**src/rtl/turf_acknack_arbiter_pkg.sv**
```systemverilog
// Shared definitions for the TURF ACK/NACK arbiter: response FSM state
// encoding, source indices, acknack command field positions and the
// two-way round-robin pick used by both arbitration points.
package turf_acknack_arbiter_pkg;

   typedef enum logic [1:0] {
      ST_IDLE  = 2'd0,
      ST_HDR   = 2'd1,
      ST_DATA  = 2'd2,
      ST_FLUSH = 2'd3
   } rsp_state_t;

   localparam logic SRC_ACK  = 1'b0;
   localparam logic SRC_NACK = 1'b1;

   localparam int ACKNACK_W         = 16;
   localparam int ACKNACK_ALLOW_BIT = 15;
   localparam int ACKNACK_ADDR_W    = 12;
   localparam int ACKNACK_SRC_BIT   = 16;
   localparam int M_ACKNACK_W       = 17;

   // Single requester wins outright; on a tie the source that did not win
   // last time is chosen.
   function automatic logic rr_pick(input logic v0, input logic v1, input logic last);
      if (v0 && v1) return ~last;
      else if (v1)  return SRC_NACK;
      else          return SRC_ACK;
   endfunction

   function automatic logic [ACKNACK_W-1:0] acknack_cmd(input logic allow,
                                                        input logic [ACKNACK_ADDR_W-1:0] addr);
      logic [ACKNACK_W-1:0] w;
      w = '0;
      w[ACKNACK_ALLOW_BIT]     = allow;
      w[ACKNACK_ADDR_W-1:0]    = addr;
      return w;
   endfunction

endpackage

```
**src/rtl/turf_acknack_merge.sv**
```systemverilog
// Two-into-one merge of ACK/NACK frame-buffer commands through a 1-entry
// output register with its own round-robin pointer.
// Ports:
//   aclk, rst_n          clock, internally synchronized active-low reset
//   s0_* / s1_*          ACK / NACK command streams (16-bit tdata)
//   m_*                  merged stream, tdata[16] = source, [15:0] = command
module turf_acknack_merge
   import turf_acknack_arbiter_pkg::*;
(
   input  logic                   aclk,
   input  logic                   rst_n,
   input  logic [ACKNACK_W-1:0]   s0_tdata,
   input  logic                   s0_tvalid,
   output logic                   s0_tready,
   input  logic [ACKNACK_W-1:0]   s1_tdata,
   input  logic                   s1_tvalid,
   output logic                   s1_tready,
   output logic [M_ACKNACK_W-1:0] m_tdata,
   output logic                   m_tvalid,
   input  logic                   m_tready
);

   logic sel;
   logic load;
   logic rr_last_q;

   assign sel  = rr_pick(s0_tvalid, s1_tvalid, rr_last_q);
   // Gating with rst_n keeps every tready low for the whole reset window.
   assign load = rst_n && (s0_tvalid || s1_tvalid) && (!m_tvalid || m_tready);

   assign s0_tready = load && (sel == SRC_ACK);
   assign s1_tready = load && (sel == SRC_NACK);

   always_ff @(posedge aclk or negedge rst_n) begin
      if (!rst_n) begin
         m_tvalid  <= 1'b0;
         m_tdata   <= '0;
         rr_last_q <= SRC_NACK;
      end else if (load) begin
         m_tvalid                  <= 1'b1;
         m_tdata[ACKNACK_SRC_BIT]  <= sel;
         m_tdata[ACKNACK_W-1:0]    <= (sel == SRC_NACK) ? s1_tdata : s0_tdata;
         rr_last_q                 <= sel;
      end else if (m_tready) begin
         m_tvalid <= 1'b0;
      end
   end

endmodule

```
**src/rtl/turf_acknack_arbiter.sv**
```systemverilog
// Merges the ACK and NACK response packet streams (header + data) onto one
// UDP transmitter port without interleaving, aborts a packet whose data
// stalls for TIMEOUT cycles, and merges the two acknack command streams.
//
// state | meaning
// IDLE  | no packet owned; pick a source when any header is valid
// HDR   | forwarding the granted header
// DATA  | forwarding granted data beats; stall timer running
// FLUSH | abort beat sent; draining granted source up to its tlast
//
// Ports:
//   aclk, aresetn              clock, async active-low reset
//   s0_udphdr_* / s0_udpdata_* ACK response header / data
//   s1_udphdr_* / s1_udpdata_* NACK response header / data
//   m_udphdr_* / m_udpdata_*   merged response to the UDP transmitter
//   s0/s1/m_acknack_*          acknack command merge
//   abort_count_o              saturating count of timeout aborts
module turf_acknack_arbiter
   import turf_acknack_arbiter_pkg::*;
#(
   parameter int TIMEOUT = 1024
) (
   input  logic                   aclk,
   input  logic                   aresetn,
   input  logic [63:0]            s0_udphdr_tdata,
   input  logic                   s0_udphdr_tvalid,
   output logic                   s0_udphdr_tready,
   input  logic [63:0]            s0_udpdata_tdata,
   input  logic [7:0]             s0_udpdata_tkeep,
   input  logic                   s0_udpdata_tlast,
   input  logic                   s0_udpdata_tvalid,
   output logic                   s0_udpdata_tready,
   input  logic [63:0]            s1_udphdr_tdata,
   input  logic                   s1_udphdr_tvalid,
   output logic                   s1_udphdr_tready,
   input  logic [63:0]            s1_udpdata_tdata,
   input  logic [7:0]             s1_udpdata_tkeep,
   input  logic                   s1_udpdata_tlast,
   input  logic                   s1_udpdata_tvalid,
   output logic                   s1_udpdata_tready,
   output logic [63:0]            m_udphdr_tdata,
   output logic                   m_udphdr_tvalid,
   input  logic                   m_udphdr_tready,
   output logic [63:0]            m_udpdata_tdata,
   output logic [7:0]             m_udpdata_tkeep,
   output logic                   m_udpdata_tlast,
   output logic                   m_udpdata_tvalid,
   input  logic                   m_udpdata_tready,
   input  logic [ACKNACK_W-1:0]   s0_acknack_tdata,
   input  logic                   s0_acknack_tvalid,
   output logic                   s0_acknack_tready,
   input  logic [ACKNACK_W-1:0]   s1_acknack_tdata,
   input  logic                   s1_acknack_tvalid,
   output logic                   s1_acknack_tready,
   output logic [M_ACKNACK_W-1:0] m_acknack_tdata,
   output logic                   m_acknack_tvalid,
   input  logic                   m_acknack_tready,
   output logic [15:0]            abort_count_o
);

   localparam int                CNT_W    = $clog2(TIMEOUT + 1);
   localparam logic [CNT_W-1:0]  TMO_LOAD = CNT_W'(TIMEOUT);

   // Assert asynchronously, release two aclk edges after aresetn rises.
   logic [1:0] rst_sync_q;
   logic       rst_n;

   always_ff @(posedge aclk or negedge aresetn) begin
      if (!aresetn) rst_sync_q <= 2'b00;
      else          rst_sync_q <= {rst_sync_q[0], 1'b1};
   end
   assign rst_n = rst_sync_q[1];

   rsp_state_t       state_q, state_nxt;
   logic             grant_q, grant_nxt;
   logic             last_grant_q, last_grant_nxt;
   logic [CNT_W-1:0] tmo_q;
   logic             hdr_ready, dat_ready, abort_fire;

   logic        g_hdr_tvalid;
   logic [63:0] g_hdr_tdata;
   logic        g_dat_tvalid, g_dat_tlast;
   logic [63:0] g_dat_tdata;
   logic [7:0]  g_dat_tkeep;

   assign g_hdr_tvalid = (grant_q == SRC_NACK) ? s1_udphdr_tvalid  : s0_udphdr_tvalid;
   assign g_hdr_tdata  = (grant_q == SRC_NACK) ? s1_udphdr_tdata   : s0_udphdr_tdata;
   assign g_dat_tvalid = (grant_q == SRC_NACK) ? s1_udpdata_tvalid : s0_udpdata_tvalid;
   assign g_dat_tdata  = (grant_q == SRC_NACK) ? s1_udpdata_tdata  : s0_udpdata_tdata;
   assign g_dat_tkeep  = (grant_q == SRC_NACK) ? s1_udpdata_tkeep  : s0_udpdata_tkeep;
   assign g_dat_tlast  = (grant_q == SRC_NACK) ? s1_udpdata_tlast  : s0_udpdata_tlast;

   always_comb begin
      state_nxt        = state_q;
      grant_nxt        = grant_q;
      last_grant_nxt   = last_grant_q;
      hdr_ready        = 1'b0;
      dat_ready        = 1'b0;
      abort_fire       = 1'b0;
      m_udphdr_tvalid  = 1'b0;
      m_udphdr_tdata   = '0;
      m_udpdata_tvalid = 1'b0;
      m_udpdata_tdata  = '0;
      m_udpdata_tkeep  = '0;
      m_udpdata_tlast  = 1'b0;
      case (state_q)
         ST_IDLE: begin
            if (s0_udphdr_tvalid || s1_udphdr_tvalid) begin
               grant_nxt = rr_pick(s0_udphdr_tvalid, s1_udphdr_tvalid, last_grant_q);
               state_nxt = ST_HDR;
            end
         end
         ST_HDR: begin
            m_udphdr_tvalid = g_hdr_tvalid;
            m_udphdr_tdata  = g_hdr_tdata;
            hdr_ready       = m_udphdr_tready;
            if (g_hdr_tvalid && m_udphdr_tready) state_nxt = ST_DATA;
         end
         ST_DATA: begin
            if (tmo_q == '0) begin
               // Stall expired: emit an empty terminating beat instead of source data.
               m_udpdata_tvalid = 1'b1;
               m_udpdata_tlast  = 1'b1;
               if (m_udpdata_tready) begin
                  abort_fire = 1'b1;
                  state_nxt  = ST_FLUSH;
               end
            end else begin
               m_udpdata_tvalid = g_dat_tvalid;
               m_udpdata_tdata  = g_dat_tdata;
               m_udpdata_tkeep  = g_dat_tkeep;
               m_udpdata_tlast  = g_dat_tlast;
               dat_ready        = m_udpdata_tready;
               if (g_dat_tvalid && m_udpdata_tready && g_dat_tlast) begin
                  state_nxt      = ST_IDLE;
                  last_grant_nxt = grant_q;
               end
            end
         end
         ST_FLUSH: begin
            dat_ready = 1'b1;
            if (g_dat_tvalid && g_dat_tlast) begin
               state_nxt      = ST_IDLE;
               last_grant_nxt = grant_q;
            end
         end
         default: state_nxt = ST_IDLE;
      endcase
   end

   assign s0_udphdr_tready  = hdr_ready && (grant_q == SRC_ACK);
   assign s1_udphdr_tready  = hdr_ready && (grant_q == SRC_NACK);
   assign s0_udpdata_tready = dat_ready && (grant_q == SRC_ACK);
   assign s1_udpdata_tready = dat_ready && (grant_q == SRC_NACK);

   always_ff @(posedge aclk or negedge rst_n) begin
      if (!rst_n) begin
         state_q      <= ST_IDLE;
         grant_q      <= SRC_ACK;
         last_grant_q <= SRC_NACK;
      end else begin
         state_q      <= state_nxt;
         grant_q      <= grant_nxt;
         last_grant_q <= last_grant_nxt;
      end
   end

   // Stall timer: loaded on header accept and on every data beat, decremented
   // on cycles with no granted data; terminal count is zero.
   always_ff @(posedge aclk or negedge rst_n) begin
      if (!rst_n) begin
         tmo_q <= '0;
      end else if (state_q == ST_HDR && g_hdr_tvalid && m_udphdr_tready) begin
         tmo_q <= TMO_LOAD;
      end else if (state_q == ST_DATA && tmo_q != '0) begin
         if (g_dat_tvalid && m_udpdata_tready) tmo_q <= TMO_LOAD;
         else if (!g_dat_tvalid)               tmo_q <= tmo_q - CNT_W'(1);
      end
   end

   always_ff @(posedge aclk or negedge rst_n) begin
      if (!rst_n)                                       abort_count_o <= '0;
      else if (abort_fire && abort_count_o != 16'hFFFF) abort_count_o <= abort_count_o + 16'd1;
   end

   turf_acknack_merge u_acknack_merge (
      .aclk      (aclk),
      .rst_n     (rst_n),
      .s0_tdata  (s0_acknack_tdata),
      .s0_tvalid (s0_acknack_tvalid),
      .s0_tready (s0_acknack_tready),
      .s1_tdata  (s1_acknack_tdata),
      .s1_tvalid (s1_acknack_tvalid),
      .s1_tready (s1_acknack_tready),
      .m_tdata   (m_acknack_tdata),
      .m_tvalid  (m_acknack_tvalid),
      .m_tready  (m_acknack_tready)
   );

endmodule

```
**config.mk**
```make
export PLATFORM = sky130hd
export DESIGN_NAME = turf_acknack_arbiter
export DESIGN_NICKNAME = d
export VERILOG_FILES = /design/src/rtl/turf_acknack_arbiter_pkg.sv /design/src/rtl/turf_acknack_merge.sv /design/src/rtl/turf_acknack_arbiter.sv
export SDC_FILE = /design/constraint.sdc
export NUM_CORES = 1
export LEC_CHECK = 0
export CAP_MARGIN = 15
export CELL_PAD_IN_SITES_DETAIL_PLACEMENT = 0
export CELL_PAD_IN_SITES_GLOBAL_PLACEMENT = 1
export CORE_AREA = 2 2 193 195
export CTS_CLUSTER_DIAMETER = 200
export DETAILED_ROUTE_END_ITERATION = 7
export DIE_AREA = 0 0 195 197
export GPL_TIMING_DRIVEN = 0
export PLACE_DENSITY = 0.71
export SLEW_MARGIN = 40
export SYNTH_ARGS = -nofsm -noshare
export SYNTH_HDL_FRONTEND = slang
export SYNTH_HIERARCHICAL = 1
export SYNTH_SLANG_ARGS = --single-unit
```
**constraint.sdc**
```tcl
create_clock -name aclk -period 6.2 [get_ports aclk]
set_clock_uncertainty 0.05 [all_clocks]
set_input_delay 0.93 -clock aclk [delete_from_list [all_inputs] [get_ports aclk]]
set_output_delay 0.93 -clock aclk [all_outputs]
set_load 0.01 [all_outputs]
```
======== After elaboration in Yosys (flattened, before gate mapping) ========
Index checks and enable logic that the tools add are counted.
storage, ports and cells
  bits in registers ....................... 52
  bits in latches ......................... 0
  memory bits (writable) .................. 0
  bits in read-only memories .............. 0
  bits of input ports ..................... 317
  output and inout port bits .............. 179
  logic and storage cells ................. 103
  memories kept ........................... 0
operators by class
  $add $sub $neg .......................... 2
  $mul .................................... 0
  divide/modulo/power cells ............... 0
  magnitude comparators ................... 0
  eq/ne operators ......................... 12
  shifts and indexed selects .............. 0
  mux-type cells .......................... 44
  bitwise logic cells ..................... 4
  reduce and logical (&&, ||, !) cells .... 32
operators by type and width
  operator                                                count
  two-way mux 64 bit                                      5
  two-way mux 11 bit                                      4
  two-way mux 8 bit                                       3
  two-way mux 1 bit                                       22
  logical AND 1 bit                                       18
  adder 16 x 1 -> 16 bit (second input constant)          1
  two-way mux 16 bit                                      1
  inequality test 16 bit (second input constant)          1
  two-way mux 2 bit                                       6
  zero test 11 bit                                        1
  nonzero test 11 bit                                     1
  subtractor 11 x 1 -> 11 bit (second input constant)     1
  inequality test 2 bit (second input constant)           5
  case mux 2 bit (4 select lines)                         1
  inequality test 3 bit (second input constant)           2
  nonzero test 2 bit                                      3
  AND reduction 5 bit                                     1
  equality test 2 bit (second input constant)             2
  inverter 1 bit                                          4
  case mux 1 bit (2 select lines)                         2
  AND reduction 2 bit                                     2
  AND reduction 4 bit                                     1
  logical OR 1 bit                                        3
  inequality test 3 x 1 -> 1 bit (second input constant)  1
  other kinds (3)                                         3

======== Longest topological paths before layout ========
Gate-level depths: netlist (run 1).
  depth after elaboration ................. 6
  depth in mapped cells ................... 8
  gate-level depth less buffers ........... 7

======== Hierarchy ========
The synthesis (run 1) kept the hierarchy.
modules (own cells, without submodules)
  module                instances  cells an instance  area each (µm²)  sequential area each (µm²)
  turf_acknack_arbiter  1          490                3,868.7          827.0
  turf_acknack_merge    1          70                 895.9            476.7

======== Worst setup path after synthesis (run 1) ========
Ideal clock, no wire load.
  kind .................................... reg-to-output
  start point ............................. register rst_sync_q[1]
  end point ............................... output s1_acknack_tready
  arrival ................................. 2.041 ns
  data required time ...................... 5.220 ns
  slack ................................... 3.179 ns
  stages on the path, launching flop included .. 4
  path buffers ............................ 2
  cells stage by stage .................... dfrtp_1 and4_1 buf_6 buf_6
between the ends
  word-level cells in the longest chain between the ends .. 3
RTL lines
  what                             RTL line                    source
  start: declaration               turf_acknack_arbiter.sv:65  logic [1:0] rst_sync_q;
  start signal: assignment         turf_acknack_arbiter.sv:70  else rst_sync_q <= {rst_sync_q[0], 1'b1};
  logical AND 1 bit (2 in series)  turf_acknack_merge.sv:29    assign load = rst_n && (s0_tvalid || s1_tvalid) && (!m_tvalid || m_tready);
  logical AND 1 bit                turf_acknack_merge.sv:32    assign s1_tready = load && (sel == SRC_NACK);
  end: declaration                 turf_acknack_arbiter.sv:54  output logic s1_acknack_tready,
No other way between the ends.

======== Worst setup path in the final report (run 1) ========
  start point ............................. register tmo_q[0]
  end point ............................... output m_udpdata_tdata[32]
between the ends
  word-level cells in the longest chain between the ends .. 3
RTL lines
  what                      RTL line                     source
  start: declaration        turf_acknack_arbiter.sv:77   logic [CNT_W-1:0] tmo_q;
  start signal: assignment  turf_acknack_arbiter.sv:177  else if (!g_dat_tvalid) tmo_q <= tmo_q - CNT_W'(1);
  zero test 11 bit          turf_acknack_arbiter.sv:120  if (tmo_q == '0) begin
  two-way mux 64 bit        turf_acknack_arbiter.sv:120
  two-way mux 64 bit        turf_acknack_arbiter.sv:106  case (state_q)
  end: declaration          turf_acknack_arbiter.sv:44   output logic [63:0] m_udpdata_tdata,
No other way between the ends.

==> flow_results.org, run 1 <==
** Finish
- Filler cell count in the final layout :: 3,888
- Registers take 0.00131 mm^2.
- Of the cells placed in the final design, the portion with a size suffix greater than 1 is 5.73%.
- The final layout contains 1,383 nets.
- Final non-filler cell area :: 0.0105 mm^2
- In the final layout, the multi-input gates occupy 0.00322 mm^2.
- Signed area change from the synthesized netlist to the final layout :: 121%

** Critical path
- STA classifies the critical path endpoint as an output port.
- Worst Reg-to-Reg Cells :: 5
- STA classifies the critical path startpoint as a register.
- Worst-path fanout max :: 10
- By startpoint and endpoint, the worst setup path is classified as register to output port.
- For the worst setup path, the data required time is 5.22 ns.
- The setup check on the worst reg-to-reg path leaves a slack of 3.98 ns.
- At the worst endpoint, the arrival time is 2.86 ns.

** Routing
- Metal2 WL :: 15,100 um
- The first routing iteration left 177 violations.
- Post-detailed-routing wire length :: 30,200 um
- Before antenna repair, the detailed router went through 5 iterations.
- Total via count in the routed design :: 6,229
- Using the TritonRoute via totals, the vias-per-cell ratio works out to 4.05.
- After detailed routing, the met3 layer carries 2550 um of wire.
- The highest metal layer carrying signal wires in the routed design is met5.
- The detail route stage leaves a number of antenna-violating nets equal to 0.
- Average wire per standard cell :: 19.7 um
- DRC Markers :: 0
- The detailed router put a total of 12,100 um of wire on met1.

** GRT
- The total overflow left after global routing is 0.
- The first global-routing pass estimated 42,600 um of wire.
- GRT Total Usage :: 14.7%
- Antenna violations before repair :: 15
- Vias in the first global route :: 6,464
- Pin count of the biggest net entering global routing :: 31

** Synthesis
- In this run, distinct cell masters in the synthesized netlist total 56.
- Yosys printed 6 warnings.
- Synthesis inferred 52 register bits.
- Counting flops with a built-in enable in the synthesized netlist gives 0.
- Most area-consuming cells after synthesis :: mux2i_1, dfrtp_1, nor2_1
- Post-synthesis sequential area ratio :: 27.4%
- The most used flip-flop cell after synthesis is dfrtp_1.
- Syn_nets :: 880
- Post-synthesis async set-or-reset flop share :: 100%
- In the synthesized netlist, the number of instances is 560.
- Share of Yosys cell area claimed by the top area cell type :: 29.6%
- After synthesis the cells add up to 0.00476 mm^2.
- The average instance in the mapped netlist occupies 8.51 um^2.
- Biggest area consumer among synthesized cells :: mux2i_1

** Power and ir drop
- Flop pwr share :: 15.3%
- Of the total power, combinational logic draws 75.1%.
- Power spread over the standard cell area amounts to 300 mW/mm^2.
- Of the total power, the share spent switching nets is 43.6%.
- Switching power :: 1.37 mW
- The clock network is responsible for 9.6% of the overall power.
- Pleak :: 4.24 nW
- Worst voltage drop across the vdd grid :: 0.123 mV
- The internal power of the cells totals 1.78 mW.

** Place
- Port buffering added 495 buffers.
- After legalization and detailed placement, the total HPWL measured 26,200 um.
- Cell area after placement :: 0.0103 mm^2
- Routability congestion estimate from global placement :: 0.840

** Clocking
- The clock drives 52 sinks.
- Root buf cell :: clkbuf_16
- After clock tree synthesis, the flow added hold-fix buffers numbering 0.
- CTS max path bufs :: 2
- The H-tree was split into 2 levels.
- Post-CTS repair changed the size of 0 cells.
- TritonCTS built the clock tree.
- The number of setup buffers added after CTS is 0.
- Clock-pin slew was measured on the worst setup and hold paths at 0.08 ns.
- Buffers inserted during clock tree synthesis total 5.
- Clock latency on the worst-skew pair, taken at its later pin, is 0.30 ns.

** Floorplanning
- Total core area :: 0.0363 mm^2
- Die Area :: 0.0384 mm^2
- For this configuration, the core starts out at a cell density of 13.1%.
- Number of cell rows :: 70
- Number of placed I/O pins :: 496
- Width of the chip :: 195 um
- Die H :: 197 um

** STA
- Transition at the pin with the smallest max-transition slack :: 0.876 ns
- Setup total negative slack on the finished layout was measured at 0 ns.
- Worst rel slew slack :: 41.6%
- Setup repair after global routing left no endpoint under its margin.
- Final setup violating endpoints :: 0
- Fin crit period :: 3.84 ns
- Fin. max-slew vios :: 0
- In the finished design, the share of the clock period the worst path needs comes to 61.9%.
- For this run, the top clock speed supported by timing is 260 MHz.
- The final hold violation count was 0.

** Min path
- HP Class :: register to asynchronous set/reset pin

** Status
- The flow ran to the end, and the final reports show no timing, DRC or antenna violations.

** Run
- # Max-Cap Violations :: 0
[worst max-delay path, cell delays in order, from the launching register on]
cell and delay, ns:
dfrtp_1 0.36, inv_1 0.11, ha_1 0.20, and2b_1 0.21, nand4_2 0.15, or2b_1 0.23, buf_2 0.21, buf_2 0.23
nor2_1 0.25, clkdlybuf4s50_1 0.61
[kinds of logic (layout without fill, tap and decap cells)]
logic type / Yosys count / in the layout / share of synthesized area (%)
and+or+nand+nor: 223 / 223 / 21.3
muxes: 143 / 143 / 30.1
AOI/OAI and AO/OA: 76 / 76 / 12.7
DFF: 52 / 52 / 27.4
buffers and inverters: 48 / 552 / 5.07
xor gates and xnor gates: 14 / 14 / 2.57
adders and majority gates: 3 / 3 / 0.788
other: 1 / 8 / 0.0787
[final timing paths]
check                              start                         end
max                             tmo_q[0]         m_udpdata_tdata[32]
min                        rst_sync_q[1]            abort_count_o[5]
max reg2reg                rst_sync_q[1]  u_acknack_merge/m_tdata[1]
min reg2reg                rst_sync_q[1]            abort_count_o[5]
max in group asynchronous        aresetn               rst_sync_q[1]
min in group aclk          rst_sync_q[0]               rst_sync_q[1]
[synthesized netlist by cell type, drive strengths merged (2+ instances only)]
| master | instances |
|---|---|
| and4 | 5 |
| or3 | 2 |
| dfstp | 2 |
| a21o | 2 |
| clkbuf | 12 |
| nand2 | 17 |
| o31ai | 4 |
| ha | 3 |
| o21ai | 14 |
| nand2b | 4 |
| a21oi | 10 |
| nor3 | 3 |
| nand3 | 9 |
| dfrtp | 50 |
| a221o | 16 |
| a31oi | 4 |
| o21a | 2 |
| nor2 | 159 |
| mux2 | 2 |
| mux2i | 141 |
| nor4 | 3 |
| buf | 28 |
| inv | 8 |
| xnor2 | 13 |
| o22ai | 2 |
| nand4 | 10 |
| a32o | 2 |
| a21boi | 16 |
| and3 | 4 |
| or2 | 2 |
[per-stage QoR]
| step | util, % | std cells | hold slack (ns) | total power, mW | worst slack (ns) |
|---|---|---|---|---|---|
| after CTS | 28.9 | 1532 | 0.256 | 3.20 | 2.27 |
| after global routing | 29.0 | 1537 | 0.279 | 3.37 | 2.17 |
| after global placement | 28.4 | 1523 | 0.285 | 2.87 | 1.97 |
| after floorplan | - | 560 | 0.281 | 1.68 | 3.18 |
| after detailed placement | 28.5 | 1524 | 0.246 | 2.88 | 2.56 |
| final | 29.0 | 1539 | 0.230 | 3.15 | 2.36 |
[registers in the layout (all words and copies together) (netlist names)]
register and flops:
u_acknack_merge/m_tvalid 1, rst_sync_q 2, grant_q 1, last_grant_q 1
u_acknack_merge/rr_last_q 1, u_acknack_merge/m_tdata 17, tmo_q 11, abort_count_o 16
state_q 2
[cell usage in the layout, fill, tap and decap left out, types with 3 or more instances in the layout]
cell	synthesis	final
a21boi_0	15	15
a21oi_1	9	9
a221o_1	9	9
a221o_2	7	7
a31oi_1	3	3
and3_1	4	4
and4_1	4	4
buf_1	4	3
buf_2	19	19
buf_6	3	3
clkbuf_1	12	12
clkbuf_16	0	5
clkdlybuf4s50_1	0	495
dfrtp_1	50	49
diode_2	0	7
ha_1	3	3
inv_1	8	8
mux2i_1	141	141
nand2_1	17	17
nand2b_1	3	3
nand3_1	9	9
nand4_1	8	8
nor2_1	159	159
o21ai_0	13	13
o31ai_1	4	4
xnor2_1	13	13
[final cells by class]
class	count	area share, %
clock inverters	3	0.321
flip-flops and latches	52	12.4
multi-input cells	460	30.6
repair buffers	496	47.4
diodes	7	0.167
well taps	468	5.57
plain buffers	40	2.02
inverters	8	0.286
clock buffers	5	1.19
[power by group through the flow]
stage	Clock [mW]	Sequential (mW)	Combinational (mW)
after CTS	0.315	0.483	2.40
after detailed placement	0	0.488	2.39
after global routing	0.327	0.495	2.55
final	0.301	0.483	2.37
after floorplan	0	0.490	1.19
after global placement	0	0.489	2.38
[metal layers]
metal	vias up	GRT usage, %
li1	2991	-
met1	2930	17.2
met2	266	26.0
met3	32	5.10
met4	10	3.39
met5	-	0
No activity file was read; power rests on OpenSTA's default activity.
==> run 2: changes to the inputs <==
Clock period 6.2 ns to 3.7 ns, I/O delays scaled along.
==> results of run 2 <==
The final DEF is identical to that of run 1. Status: completed.
Main changes from that run: setup slack after placement 2.56 ns -> 0.481 ns; setup slack after layout 2.36 ns -> 0.235 ns; register-to-register setup slack 3.98 ns -> 1.48 ns; total power 3.15 mW -> 5.28 mW; worst IR drop on VDD 0.123 mV -> 0.206 mV
==> run 3: changes to the inputs <==
Settings changed: SKIP_LAST_GASP set to 1.
==> results of run 3 <==
The final DEF is identical to that of run 1. Status: completed.
Main changes from that run: setup slack after placement 2.56 ns -> 0.481 ns; setup slack after layout 2.36 ns -> 0.235 ns; register-to-register setup slack 3.98 ns -> 1.48 ns; total power 3.15 mW -> 5.28 mW; worst IR drop on VDD 0.123 mV -> 0.206 mV
